### src/rtl/debug_run_ctrl.sv
// rtl/debug_run_ctrl.sv - debug run-enable sequencer for the i281 multicycle core
// Gates the core run input for halt, free-run, cycle/instruction stepping and a PC breakpoint.
module debug_run_ctrl #(
    parameter int PC_W  = 6,
    parameter int CNT_W = 8
) (
    input  logic             clock,
    input  logic             reset,
    input  logic             cmd_valid,
    output logic             cmd_ready,
    input  logic [2:0]       cmd_op,
    input  logic [CNT_W-1:0] cmd_arg,
    input  logic [PC_W-1:0]  pc,
    input  logic             instr_start,
    output logic             run,
    output logic             halted,
    output logic             bp_hit,
    output logic             cmd_err,
    output logic [1:0]       halt_cause
);

    typedef enum logic [1:0] {S_HALT, S_RUN, S_CSTEP, S_ISTEP} state_t;

    localparam logic [2:0] OP_HALT       = 3'd1;
    localparam logic [2:0] OP_RUN        = 3'd2;
    localparam logic [2:0] OP_STEP_CYC   = 3'd3;
    localparam logic [2:0] OP_STEP_INSTR = 3'd4;
    localparam logic [2:0] OP_SET_BP     = 3'd5;
    localparam logic [2:0] OP_CLR_BP     = 3'd6;

    localparam logic [1:0] CAUSE_HALT = 2'd1;
    localparam logic [1:0] CAUSE_STEP = 2'd2;
    localparam logic [1:0] CAUSE_BP   = 2'd3;

    state_t           state, state_n;
    logic [CNT_W-1:0] cyc_cnt, cyc_cnt_n;
    logic [CNT_W-1:0] icnt, icnt_n;
    logic [CNT_W-1:0] target, target_n;
    logic [PC_W-1:0]  bp_addr, bp_addr_n;
    logic             bp_valid, bp_valid_n;
    logic             first_fetch, first_fetch_n;
    logic [1:0]       halt_cause_n;
    logic             bp_hit_n, cmd_err_n;

    logic             cmd_fire;
    logic [CNT_W-1:0] arg_min1;
    logic             bp_match, stop_bp, istep_done, cstep_done;

    assign cmd_ready = 1'b1;
    assign halted    = (state == S_HALT);
    assign cmd_fire  = cmd_valid;
    assign arg_min1  = (cmd_arg == '0) ? CNT_W'(1) : cmd_arg;

    // first_fetch masks the breakpoint so resuming at the breakpoint PC executes it once
    assign bp_match   = bp_valid & instr_start & (pc == bp_addr) & ~first_fetch;
    assign stop_bp    = ((state == S_RUN) || (state == S_ISTEP)) & bp_match;
    assign istep_done = (state == S_ISTEP) & instr_start & (icnt == target);
    assign cstep_done = (state == S_CSTEP) & (cyc_cnt <= CNT_W'(1));

    always_comb begin
        state_n       = state;
        cyc_cnt_n     = cyc_cnt;
        icnt_n        = icnt;
        target_n      = target;
        bp_addr_n     = bp_addr;
        bp_valid_n    = bp_valid;
        first_fetch_n = first_fetch;
        halt_cause_n  = halt_cause;
        bp_hit_n      = 1'b0;
        cmd_err_n     = 1'b0;
        run           = 1'b0;

        case (state)
            S_HALT: begin
                if (cmd_fire) begin
                    case (cmd_op)
                        OP_RUN: begin
                            state_n       = S_RUN;
                            first_fetch_n = 1'b1;
                        end
                        OP_STEP_CYC: begin
                            state_n       = S_CSTEP;
                            cyc_cnt_n     = arg_min1;
                            first_fetch_n = 1'b1;
                        end
                        OP_STEP_INSTR: begin
                            state_n       = S_ISTEP;
                            icnt_n        = '0;
                            target_n      = arg_min1;
                            first_fetch_n = 1'b1;
                        end
                        default: ;
                    endcase
                end
            end
            default: begin
                // Breakpoint and instruction-step stops drop run in the fetch cycle itself
                run = ~(stop_bp | istep_done);

                if (cmd_fire && (cmd_op == OP_RUN || cmd_op == OP_STEP_CYC ||
                                 cmd_op == OP_STEP_INSTR))
                    cmd_err_n = 1'b1;

                if (run && instr_start)
                    first_fetch_n = 1'b0;

                if (state == S_CSTEP && cyc_cnt != '0)
                    cyc_cnt_n = cyc_cnt - CNT_W'(1);

                if (state == S_ISTEP && run && instr_start && icnt != {CNT_W{1'b1}})
                    icnt_n = icnt + CNT_W'(1);

                if (stop_bp) begin
                    state_n      = S_HALT;
                    halt_cause_n = CAUSE_BP;
                    bp_hit_n     = 1'b1;
                end else if (istep_done || cstep_done) begin
                    state_n      = S_HALT;
                    halt_cause_n = CAUSE_STEP;
                end else if (cmd_fire && cmd_op == OP_HALT) begin
                    state_n      = S_HALT;
                    halt_cause_n = CAUSE_HALT;
                end
            end
        endcase

        if (cmd_fire && cmd_op == OP_SET_BP) begin
            bp_addr_n  = cmd_arg[PC_W-1:0];
            bp_valid_n = 1'b1;
        end else if (cmd_fire && cmd_op == OP_CLR_BP) begin
            bp_valid_n = 1'b0;
        end
    end

    always_ff @(posedge clock) begin
        if (reset) begin
            state       <= S_HALT;
            cyc_cnt     <= '0;
            icnt        <= '0;
            target      <= '0;
            bp_addr     <= '0;
            bp_valid    <= 1'b0;
            first_fetch <= 1'b0;
            halt_cause  <= 2'd0;
            bp_hit      <= 1'b0;
            cmd_err     <= 1'b0;
        end else begin
            state       <= state_n;
            cyc_cnt     <= cyc_cnt_n;
            icnt        <= icnt_n;
            target      <= target_n;
            bp_addr     <= bp_addr_n;
            bp_valid    <= bp_valid_n;
            first_fetch <= first_fetch_n;
            halt_cause  <= halt_cause_n;
            bp_hit      <= bp_hit_n;
            cmd_err     <= cmd_err_n;
        end
    end

endmodule
### config.mk
export PLATFORM = sky130hd
export DESIGN_NAME = debug_run_ctrl
export DESIGN_NICKNAME = d
export VERILOG_FILES = /design/src/rtl/debug_run_ctrl.sv
export SDC_FILE = /design/constraint.sdc
export NUM_CORES = 1
export LEC_CHECK = 0
export CORE_ASPECT_RATIO = 1.25
export CORE_MARGIN = 2
export CORE_UTILIZATION = 54
export CTS_BUF_LIST = sky130_fd_sc_hd__clkbuf_16
export CTS_CLUSTER_SIZE = 10
export DETAILED_ROUTE_END_ITERATION = 10
export GPL_ROUTABILITY_DRIVEN = 0
export PLACE_DENSITY = 0.77
export SLEW_MARGIN = 20
export SYNTH_ARGS = -nofsm -noshare
export SYNTH_HDL_FRONTEND = slang
export SYNTH_SLANG_ARGS = --single-unit
export TNS_END_PERCENT = 100
### constraint.sdc
create_clock -name clock -period 2.7 [get_ports clock]
set_input_delay 0.81 -clock clock [delete_from_list [all_inputs] [get_ports clock]]
set_output_delay 0.81 -clock clock [all_outputs]
set_load 0.01 [all_outputs]
# == Word-level counts from Yosys, hierarchy flattened ==
# Cells that the tools add are included.
# classes
n_mux,27
n_div,0
mul,0
n_reduce_logical,30
n_addsub,2
n_bitwise,11
eq_ne,17
magnitude_cmp,1
shift,0
# ops
operator,count
8-bit two-way mux,9
2-bit two-way mux,8
3-bit AND reduction,5
"3-bit equality test, second input constant",3
1-bit logical AND,9
1-bit two-way mux,9
"8-bit by 1-bit adder with 8-bit output, second input constant",1
8-bit equality test,1
"8-bit by 1-bit less-or-equal comparator with 1-bit output, second input constant",1
8-bit zero test,1
"8-bit inequality test, second input constant",1
2-bit nonzero test,4
8-bit nonzero test,1
"8-bit by 1-bit subtractor with 8-bit output, second input constant",1
1-bit AND,7
"3-bit by 2-bit equality test with 1-bit output, second input constant",2
6-bit equality test,1
2-bit case mux with 3 select lines,1
"2-bit equality test, second input constant",2
1-bit logical OR,4
"2-bit by 1-bit inequality test with 1-bit output, second input constant",2
"2-bit inequality test, second input constant",2
"4-bit by 1-bit inequality test with 1-bit output, second input constant",1
4-bit nonzero test,1
other kinds (9),11
# totals
register_bits,38
latchBits,0
romBits,0
memories,0
out_inout_bits,7
ramBits,0

# == Longest topological paths before layout ==
# depth
ltp_word,11
depth_mapped,8
mapped_depth_nobuf,8

# == Worst setup path after synthesis ==
# No wires, ideal clock.
# synth_timing
path_kind,input to output
from,in pc[3]
to,out run
t_arrival_ps,1692
stages,5
setup_slack_ps,198
path_cell_list,xor2_1 -> nor4_2 -> nand2_1 -> nand2_1 -> nor2_1
# synth_via
elab_chain_len,7
# synth_rtl
element,line,rtl
"start, declared",13,"input logic [PC_W-1:0] pc,"
6-bit equality test,55,assign bp_match = bp_valid & instr_start & (pc == bp_addr) & ~first_fetch;
1-bit AND (2 in a row),55,
1-bit AND,56,assign stop_bp = ((state == S_RUN) || (state == S_ISTEP)) & bp_match;
1-bit bitwise OR,98,run = ~(stop_bp | istep_done);
1-bit inverter,98,
1-bit two-way mux,73,case (state)
"end, declared",15,"output logic run,"
# Every way passes these cells.

# == Final worst setup path ==
# layout_timing
from,in pc[2]
to,out run
# Same word-level chain as after synthesis.

==> impl_metrics.ini <==
[clock_network]
hold_buffers = 0
insertion_delay_ps = 280
htreeDepth = 2
cts_buffer_depth = 2
root_buffer = clkbuf_16
numCtsBuffers = 5
cts.clk_slew.worst_paths_ps = 50
clock_sinks = 38
cts_tree = done

[worst_setup_path]
crit_fanout = 2
crit_type = in2out
worstPathArrival_ps = 1840
startpoint_type = input port
cp_data_required_time_ps = 1890
critPathCaptureType = primary output

[synth]
synth_area_leaders = dfxtp_1 (38%), nor2_1 (7.8%), mux2i_1 (6.4%), xor2_1 (5.2%), o21ai_0 (3.7%)
synth_seq_cells = 38
syn_avg_cell_area_sq_um = 8.36
syn_area_sq_um = 2020
seq_area_frac_synth_pct = 37.6
synthTopCellsByCount = nor2_1 (42), dfxtp_1 (38), nand2_1 (19)
synth.top_cell.area_share_pct = 37.6
synth_fp_nets = 267
synth_edf_count = 0
synth_cells = 242
synthArstFlopShare_pct = 0
synth_ff_type = dfxtp_1
yosysWarnings = 0
yosysTopAreaCell = dfxtp_1
synthDistinctLibCells = 46
yosysMostFrequentCell = nor2_1

[timing]
finalHoldViolations = 0
min_period_ps = 2650
finClkSkew_ps = 2.45
maxSlewViolCount = 0
fmax_mhz = 377
timing.hold.ws_ps = 497
rsz0062_at_grt = false
finalCritPeriodShare_pct = 98.3
setup_viol = 0

[power]
powerDensity_nw_per_um2 = 514
pwr-share-seq_pct = 44.2
combPwrFrac_pct = 15.1
total_power_uw = 1340
p_int_uw = 1000
clock_power_share_pct = 40.7
switching_share_pct = 25.1
p_leak_uw = 0.00113
p_sw_uw = 336
ir_drop_v = 0.000440

[final_layout]
nFillCells = 265
diodes = 0
nNetsFinal = 308
drive_gt1_share_pct = 18.4
syn2layout_area_growth_pct = 28.5

[die]
num_io_pins = 28
std_cell_rows = 24
core_area_sq_um = 3540
fp.dieW_microns = 58.7
fp.dieH_microns = 72.4
initial_core_util_pct = 57.1
die_area_sq_um = 4260

[routing]
drt_iter0_drc = 121
vias = 1853
route.detailed.drc = 2
ant_nets = 0
wl_microns = 4790
first_pass_iters = 7
wl_per_cell_microns = 14.9
vias_per_cell = 5.75

[outcome]
violations = DRC
status = finished with violations

[grt]
overflow = 0
grt_use_total_pct = 25.5
antenna_found_initial = 0
grt_pass1_wl_microns = 8310
grt_pass1_vias = 1792
grt_max_degree = 21

[worst_hold_path]
min_path_type = reg2reg

[placement]
io_buffers = 26
hpwl_microns = 3400

[run]
cap_violations = 0
## cell families (layout without fill, tap and decap cells)
group / Yosys count / in the layout / share of synthesized area (%)
muxes: 15 / 15 / 7.54
buffers and inverters: 15 / 56 / 3.28
and+or+nand+nor: 105 / 105 / 26.0
AOI/OAI and AO/OA: 50 / 50 / 16.9
DFF: 38 / 38 / 37.6
other: 1 / 1 / 0.185
adders and majority gates: 4 / 4 / 2.47
xor gates and xnor gates: 14 / 14 / 6.06
## worst max-delay path, stage by stage
cell and delay [ps]:
buf_2 110, xor2_2 160, nor4_4 260, buf_4 160, nand2_2 70, nand2_2 90, nor2_2 40, buf_2 140
## metal layers
| layer | global-route usage, % | vias to the layer above | routed length (microns) |
|---|---|---|---|
| met1 | 32.8 | 851 | 2080 |
| met4 | 10.1 | 0 | 66 |
| met5 | 0 | - | 0 |
| li1 | - | 940 | - |
| met2 | 40.6 | 56 | 2350 |
| met3 | 6.24 | 6 | 291 |
## power by group through the flow
| stage | Clock, uW | Sequential, uW | Combinational, uW |
|---|---|---|---|
| after floorplan | 0 | 598 | 118 |
| final | 544 | 590 | 202 |
| after global routing | 582 | 592 | 224 |
| after global placement | 0 | 601 | 195 |
| after detailed placement | 0 | 601 | 198 |
| after CTS | 554 | 590 | 199 |
## metrics by stage
step	setup TNS [ps]	cell area, sq um	std cells	setup WS, ps	utilization [%]
after floorplan	0	2020	242	198	-
after global placement	-654	2400	312	-608	67.9
after detailed placement	-661	2400	312	-622	67.9
after CTS	0	2590	321	25.2	73.0
after global routing	0	2600	322	8.44	73.4
final	0	2600	322	46.2	73.4
## repair_timing
action / 4_1_cts / 5_1_grt
gates resized for setup: 27 / 4
buffers inserted: 3 / 1
setup endpoints to repair: 1 / 1
pin swaps: 8 / 4
## layout make-up
cell class | instances | area (sq um) | area share [%]
clock inverters | 2 | 10.0 | 0.385
flip-flops and latches | 38 | 761 | 29.3
well taps | 39 | 48.8 | 1.88
multi-input cells | 189 | 1260 | 48.4
inverters | 3 | 11.3 | 0.433
clock buffers | 5 | 125 | 4.81
repair buffers | 46 | 387 | 14.9
## placed cells by master, fill, tap and decap left out, types with 3 or more instances in the layout
cell / netlist / routed
buf_4: 2 / 20
nor4_1: 4 / 4
clkbuf_16: 0 / 5
nor3_1: 7 / 5
xor2_2: 0 / 4
a211oi_1: 3 / 3
nand2_1: 19 / 17
a31oi_1: 5 / 5
nand2_2: 1 / 3
dfxtp_1: 38 / 38
xor2_1: 12 / 8
nand3_1: 6 / 5
clkdlybuf4s50_1: 0 / 18
mux2i_1: 13 / 13
nand4_1: 3 / 3
ha_1: 4 / 4
or3_1: 4 / 4
a21oi_1: 11 / 11
o21ai_0: 15 / 15
nor2_1: 42 / 41
nand4b_1: 4 / 4
buf_2: 2 / 3
dlygate4sd2_1: 0 / 3
a22oi_1: 6 / 6
## registers in the layout, summed over array words and instances, names as in the netlist
name,flops
icnt,8
state,2
halt_cause,2
cyc_cnt,8
cmd_err,1
first_fetch,1
bp_valid,1
bp_addr,6
bp_hit,1
target,8
## path summary, 6_finish.rpt
| kind | from | to | slack (ps) | cells after the start |
|---|---|---|---|---|
| worst max-delay path | pc[2] | run | 50 | 8 |
| worst min-delay path | halt_cause[1] | halt_cause[1] | 500 | 2 |
| worst max register to register | icnt[0] | icnt[2] | 680 | 8 |
| worst min register to register | halt_cause[1] | halt_cause[1] | 500 | 2 |
No activity file was read; power rests on OpenSTA's default activity.
